`config.mk`:
```
export PLATFORM = sky130hd
export DESIGN_NAME = uart_matrix_txport_flat
export DESIGN_NICKNAME = d
export VERILOG_FILES = /design/src/rtl/uart_matrix_txport_pkg.sv /design/src/rtl/uart_matrix_txport_if.sv /design/src/rtl/uart_matrix_txport_ser.sv /design/src/rtl/uart_matrix_txport.sv /design/src/flat_wrapper.sv
export SDC_FILE = /design/constraint.sdc
export NUM_CORES = 1
export LEC_CHECK = 0
export CELL_PAD_IN_SITES_DETAIL_PLACEMENT = 1
export CELL_PAD_IN_SITES_GLOBAL_PLACEMENT = 1
export CORE_UTILIZATION = 56
export CTS_CLUSTER_SIZE = 20
export DETAILED_ROUTE_END_ITERATION = 8
export DONT_BUFFER_PORTS = 1
export PLACE_DENSITY_LB_ADDON = 0.1
export SETUP_SLACK_MARGIN = 0.2
export SLEW_MARGIN = 20
export SYNTH_ARGS = -nofsm -noshare
export SYNTH_HDL_FRONTEND = slang
export SYNTH_HIERARCHICAL = 1
export SYNTH_SLANG_ARGS = --single-unit
```
`constraint.sdc`:
```
create_clock -name clk -period 4.7 [get_ports clk]
set_input_delay 0 -clock clk [delete_from_list [all_inputs] [get_ports clk]]
set_output_delay 0 -clock clk [all_outputs]
set_load 0.01 [all_outputs]
```
`src/rtl/uart_matrix_txport_pkg.sv`:
```
// rtl/uart_matrix_txport_pkg.sv - UART frame constants and serializer state encoding
package uart_matrix_txport_pkg;

    localparam logic START_BIT = 1'b0;
    localparam logic STOP_BIT  = 1'b1;
    localparam int   DATA_BITS = 8;

    typedef enum logic [1:0] {
        ST_IDLE  = 2'd0,
        ST_START = 2'd1,
        ST_DATA  = 2'd2,
        ST_STOP  = 2'd3
    } tx_state_e;

endpackage

```
`src/rtl/uart_matrix_txport_if.sv`:
```
// rtl/uart_matrix_txport_if.sv - matrix bus write side and FIFO status of one TX port
interface uart_matrix_txport_if #(
    parameter int depth = 16
) ();
    localparam int LW = $clog2(depth + 1);

    logic [7:0]    in;
    logic          in_cke;
    logic          full;
    logic          empty;
    logic [LW-1:0] level;
    logic          overflow;

    modport master (output in, in_cke, input full, empty, level, overflow);
    modport slave  (input in, in_cke, output full, empty, level, overflow);
endinterface

```
`src/rtl/uart_matrix_txport_ser.sv`:
```
// rtl/uart_matrix_txport_ser.sv - 8N1 serializer: bit divider, frame FSM, shift register
module uart_tx_ser
    import uart_matrix_txport_pkg::*;
#(
    parameter int div = 16
) (
    input  logic       clk,
    input  logic       reset_n,
    input  logic [7:0] data,
    input  logic       load,
    output logic       ready,
    output logic       out,
    output logic       busy
);
    localparam int            CW       = (div > 1) ? $clog2(div) : 1;
    localparam logic [CW-1:0] CNT_LAST = CW'(div - 1);

    tx_state_e     state_q, state_d;
    logic [CW-1:0] cnt_q, cnt_d;
    logic [2:0]    bit_q, bit_d;
    logic [7:0]    shreg_q, shreg_d;
    logic          out_q, out_d;
    logic          busy_q;
    logic          tick;

    assign tick  = (cnt_q == CNT_LAST);
    // Ready on the last clk of STOP lets the next frame start with no idle gap.
    assign ready = (state_q == ST_IDLE) || ((state_q == ST_STOP) && tick);
    assign out   = out_q;
    assign busy  = busy_q;

    always_ff @(posedge clk or negedge reset_n) begin
        if (!reset_n) begin
            state_q <= ST_IDLE;
            cnt_q   <= '0;
            bit_q   <= '0;
            shreg_q <= '0;
            out_q   <= STOP_BIT;
            busy_q  <= 1'b0;
        end else begin
            state_q <= state_d;
            cnt_q   <= cnt_d;
            bit_q   <= bit_d;
            shreg_q <= shreg_d;
            out_q   <= out_d;
            busy_q  <= (state_q != ST_IDLE);
        end
    end

    always_comb begin
        state_d = state_q;
        cnt_d   = cnt_q;
        bit_d   = bit_q;
        shreg_d = shreg_q;
        out_d   = STOP_BIT;
        if (state_q != ST_IDLE) begin
            cnt_d = tick ? '0 : cnt_q + 1'b1;
        end
        unique case (state_q)
            ST_START: begin
                out_d = START_BIT;
                if (tick) begin
                    state_d = ST_DATA;
                    bit_d   = '0;
                end
            end
            ST_DATA: begin
                out_d = shreg_q[0];
                if (tick) begin
                    shreg_d = shreg_q >> 1;
                    bit_d   = bit_q + 3'd1;
                    if (bit_q == 3'(DATA_BITS - 1)) state_d = ST_STOP;
                end
            end
            ST_STOP: begin
                if (tick) state_d = ST_IDLE;
            end
            default: ;
        endcase
        if (load) begin
            state_d = ST_START;
            shreg_d = data;
            cnt_d   = '0;
        end
    end
endmodule

```
`src/rtl/uart_matrix_txport.sv`:
```
// rtl/uart_matrix_txport.sv - matrix TX port: frame FIFO with status flags feeding an 8N1 serializer
module uart_matrix_txport
    import uart_matrix_txport_pkg::*;
#(
    parameter int depth = 16,
    parameter int div   = 16
) (
    input  logic                clk,
    input  logic                reset_n,
    uart_matrix_txport_if.slave bus,
    output logic                out,
    output logic                busy
);
    localparam int AW = $clog2(depth);

    logic [7:0] mem_q [depth];
    logic [AW:0] wr_ptr_q, wr_ptr_d, rd_ptr_q, rd_ptr_d;
    logic [AW:0] level_q, level_d;
    logic        full_q, empty_q, overflow_q;
    logic        push, pop, ser_ready;
    logic [7:0]  head;

    // full is the registered pre-edge flag, so a write racing a pop is still dropped.
    assign push     = bus.in_cke && !full_q;
    assign pop      = ser_ready && !empty_q;
    assign head     = mem_q[rd_ptr_q[AW-1:0]];
    assign wr_ptr_d = wr_ptr_q + {{AW{1'b0}}, push};
    assign rd_ptr_d = rd_ptr_q + {{AW{1'b0}}, pop};
    assign level_d  = wr_ptr_d - rd_ptr_d;

    assign bus.full     = full_q;
    assign bus.empty    = empty_q;
    assign bus.level    = level_q;
    assign bus.overflow = overflow_q;

    always_ff @(posedge clk) begin
        if (push) mem_q[wr_ptr_q[AW-1:0]] <= bus.in;
    end

    always_ff @(posedge clk or negedge reset_n) begin
        if (!reset_n) begin
            wr_ptr_q   <= '0;
            rd_ptr_q   <= '0;
            level_q    <= '0;
            full_q     <= 1'b0;
            empty_q    <= 1'b1;
            overflow_q <= 1'b0;
        end else begin
            wr_ptr_q   <= wr_ptr_d;
            rd_ptr_q   <= rd_ptr_d;
            level_q    <= level_d;
            full_q     <= (level_d == (AW + 1)'(depth));
            empty_q    <= (level_d == '0);
            overflow_q <= overflow_q | (bus.in_cke & full_q);
        end
    end

    uart_tx_ser #(
        .div(div)
    ) u_ser (
        .clk    (clk),
        .reset_n(reset_n),
        .data   (head),
        .load   (pop),
        .ready  (ser_ready),
        .out    (out),
        .busy   (busy)
    );
endmodule

```
`src/flat_wrapper.sv`:
```
// flat-port wrapper written by rule: the top's interface ports become plain ports
module uart_matrix_txport_flat import uart_matrix_txport_pkg::*;
#(
    parameter int depth = 16,
    parameter int div   = 16
)
  (clk, reset_n, out, busy, bus_in, bus_in_cke, bus_full, bus_empty, bus_level, bus_overflow);
  uart_matrix_txport_if #(.depth(depth)) bus_i ();
  input  logic clk;
  input  logic reset_n;
  output logic out;
  output logic busy;
  input wire logic [$bits(bus_i.in)-1:0] bus_in;
  input wire logic [$bits(bus_i.in_cke)-1:0] bus_in_cke;
  output wire logic [$bits(bus_i.full)-1:0] bus_full;
  output wire logic [$bits(bus_i.empty)-1:0] bus_empty;
  output wire logic [$bits(bus_i.level)-1:0] bus_level;
  output wire logic [$bits(bus_i.overflow)-1:0] bus_overflow;
  assign bus_i.in = bus_in;
  assign bus_i.in_cke = bus_in_cke;
  assign bus_full = bus_i.full;
  assign bus_empty = bus_i.empty;
  assign bus_level = bus_i.level;
  assign bus_overflow = bus_i.overflow;
  uart_matrix_txport #(.depth(depth), .div(div)) u_core (.clk(clk), .reset_n(reset_n), .bus(bus_i), .out(out), .busy(busy));
endmodule
```
==> out/results.tsv <==
stage	metric	value	unit
run_status	status	finished with violations	
run_status	failing checks	design-rule violations	
cts	Worst-Skew Late Latency	0.42	ns
route	vias per cell	6.15	
power_and_ir_drop	Peak VDD IR	0.288	mV
global_routing	grt total ovfl	0	
final_layout	# nets final	422	
cts	Post-CTS Setup Inserts	0	
route	Routed WL	14.4	mm
worst_setup_path	CP Max Fanout	26	
synthesis	Seq/Total Area, Yosys	71.2	%
sta	RSZ-0062 raised after global routing	false	
sta	Tcrit/Tclk final	74.1	%
placed_design	HPWL after detailed placement	8.95	mm
final_layout	post-route cell area	7510	sq um
sta	fmax	0.287	GHz
sta	Max-Slew Margin vs Limit	30.1	%
route	DR pass1 iterations	7	
final_layout	layout cell share with drive strength beyond 1	19.5	%
synthesis	Cells after Synth	376	
cts	# hold bufs at CTS	11	
power_and_ir_drop	Power Dens Cells	496	nW/um^2
synthesis	register bit count reported by yosys	165	
cts	root buffer cell	clkbuf_16	
sta	endpoints failing hold	0	
sta	Tmin final	3.48	ns
synthesis	Synth area leaders	edfxtp_1, dfrtp_1, mux4_2	
global_routing	global-route usage over all layers	25.6	%
synthesis	Warnings, synthesis	6	
worst_hold_path	Hold Path Class	in2async	
final_layout	area grow syn2layout	12.0	%
global_routing	largest net degree at the start of global routing	38	
job	max cap viols	0	
global_routing	initial antenna violation count	2	
floorplan	Die X	111	um
sta	slew of the pin with the lowest slew margin	1.05	ns
cts	Inserted Clock Buffers	17	
cts	CTS tree	done	
placed_design	dpl cell area	6840	sq um
sta	Slew Limit Fails	0	
worst_setup_path	Worst Setup Start Kind	flip-flop	
synthesis	top_reg_cell synth	edfxtp_1	
cts	Max H-tree Level	4	
sta	Post-Route Setup TNS	0	ns
route	number of DRC markers in iteration 0	269	
placed_design	gpl congestion	0.731	
cts	Longest Clk Path Bufs	2	
floorplan	io pins	21	
floorplan	Rows	39	
final_layout	Filler cells	960	
synthesis	post-synth top area cell	edfxtp_1	
sta	final setup vio count	0	
synthesis	Synth cell types	43	
power_and_ir_drop	static leakage	2.71	nW
synthesis	Post-synth EDFFs	128	
route	Wirelength per Cell	26.2	um
floorplan	placeable core area	11500	sq um
worst_setup_path	Critical Path RT	5.02	ns
cts	clock-pin slew on the worst setup and hold paths	0.06	ns
synthesis	Synth Cell Area	6700	sq um
floorplan	Vert. Die Dim	111	um
worst_setup_path	crit end category	flip-flop	
cts	clock sink total	165	
placed_design	number of port buffers	0	
global_routing	vias in the first global route	3672	
floorplan	Starting Density	58.2	%
cts	CTS resizes	0	
sta	Clock Skews	0.00787	ns
synthesis	syn nets	403	
route	DRC Markers	2	
synthesis	asr flop ratio synth	22.4	%
floorplan	die area	12400	sq um
worst_setup_path	Crit Path Class	reg2reg	
synthesis	syn_area_per_cell	17.8	sq um
worst_setup_path	CP Data Arrival Time	3.81	ns
synthesis	share of the synthesized area in the top cell type	57.4	%
global_routing	first-pass GRT wire length	22.4	mm
route	via count	3385	
route	Antenna Violating Nets Remaining	0	
-- power breakdown --
part | internal [mW] | switching, mW
Sequential | 1.77 | 0.111
Combinational | 0.211 | 0.340
Clock | 0.769 | 0.526
-- path summary, 6_finish.rpt --
check	startpoint	to	slack (ns)	depth (start not counted)
setup / recovery	u_core/u_ser/cnt_q[0]	u_core/bus.empty	1.22	14
hold / removal	reset_n	u_core/u_ser/bit_q[1]	0.07	2
setup reg to reg	u_core/u_ser/cnt_q[0]	u_core/bus.empty	1.22	14
hold reg to reg	u_core/u_ser/bit_q[2]	u_core/u_ser/bit_q[2]	0.50	1
max in group asynchronous	reset_n	u_core/bus.empty	4.37	2
min in group clk	bus_in_cke	u_core/wr_ptr_q[0]	0.13	2
-- synthesized netlist by cell type (all sizes together) (2+ instances only) --
library cell / count
nand3b: 3
dfrtp: 35
dfstp: 2
mux2i: 9
edfxtp: 128
mux4: 32
a21oi: 7
nand2: 26
nand3: 5
inv: 10
buf: 9
ha: 15
nor2: 21
a21o: 2
clkbuf: 7
nor2b: 4
xor2: 4
a32o: 2
xnor2: 5
a22oi: 17
nor3: 6
o21ai: 11
nand2b: 4
-- cells in the final DEF (no fill, tap or decap), types with 9 or more instances in the layout --
cell type,netlist,layout
nand2_1,25,25
dfrtp_1,35,34
mux2i_1,9,9
mux4_2,32,32
nor2_1,20,20
dlygate4sd3_1,0,10
ha_1,15,15
o21ai_0,11,11
inv_1,10,10
a22oi_1,17,17
edfxtp_1,128,128
clkbuf_16,0,17
-- area by class of cell --
class / count / area (sq um) / share of cell area (%)
Inverter: 10 / 37.5 / 0.500
Clock buffer: 19 / 433 / 5.77
Antenna cell: 1 / 2.50 / 0.0333
Tap cell: 143 / 179 / 2.38
Clock inverter: 11 / 111 / 1.48
Multi-Input combinational cell: 185 / 1810 / 24.1
Timing Repair Buffer: 16 / 158 / 2.10
Sequential cell: 165 / 4770 / 63.6
-- metal layers --
| metal | up-vias | wire, um | global-route usage (%) |
|---|---|---|---|
| li1 | 1495 | - | - |
| met1 | 1782 | 5860 | 33.8 |
| met2 | 84 | 7500 | 42.1 |
| met3 | 22 | 713 | 5.99 |
| met4 | 2 | 293 | 9.82 |
| met5 | - | 13 | 0 |
-- registers in the layout (all words and copies together) (netlist names), 2 cells and up --
| signal | cells |
|---|---|
| u_core/bus.level | 5 |
| u_core/mem_q | 128 |
| u_core/rd_ptr_q | 5 |
| u_core/u_ser/bit_q | 3 |
| u_core/u_ser/cnt_q | 4 |
| u_core/u_ser/shreg_q | 8 |
| u_core/u_ser/state_q | 2 |
| u_core/wr_ptr_q | 5 |
-- through the flow --
| step | utilization [%] | hold WS, ns | std cells | power [mW] | setup WS [ns] |
|---|---|---|---|---|---|
| 2_1_floorplan | - | -0.296 | 376 | 2.24 | 1.60 |
| 3_3_place_gp | 59.4 | -0.295 | 508 | 2.38 | 1.38 |
| 3_5_place_dp | 59.4 | -0.295 | 508 | 2.42 | 1.21 |
| 4_1_cts | 65.2 | 0.0503 | 549 | 3.75 | 1.20 |
| 5_1_grt | 65.2 | 0.0648 | 550 | 3.87 | 0.851 |
| 6_report | 65.2 | 0.0661 | 550 | 3.72 | 1.22 |
-- logic make-up (layout without fill, tap and decap cells) --
family / Yosys count / in the layout / synth area share [%]
mux: 41 / 41 / 12.1
buf+inv: 26 / 56 / 1.90
fa+ha+maj: 16 / 16 / 3.10
flops: 165 / 165 / 71.2
compound gates: 40 / 40 / 3.90
other cells: 0 / 1 / 0
xor+xnor: 10 / 10 / 1.77
simple gates: 78 / 78 / 6.01
-- worst max-delay path, cell delays in order (launching register included) --
cell and delay (ns):
dfrtp_1 0.42, ha_1 0.25, and3_1 0.25, nand2_1 0.11, nand2_1 0.05, nor2b_1 0.12
buf_4 0.21, ha_1 0.22, ha_1 0.29, inv_1 0.07, fa_1 0.46, a21o_1 0.19
a21oi_1 0.17, xor3_2 0.29, nor4_1 0.28
Power figures use the tool's default switching activity.
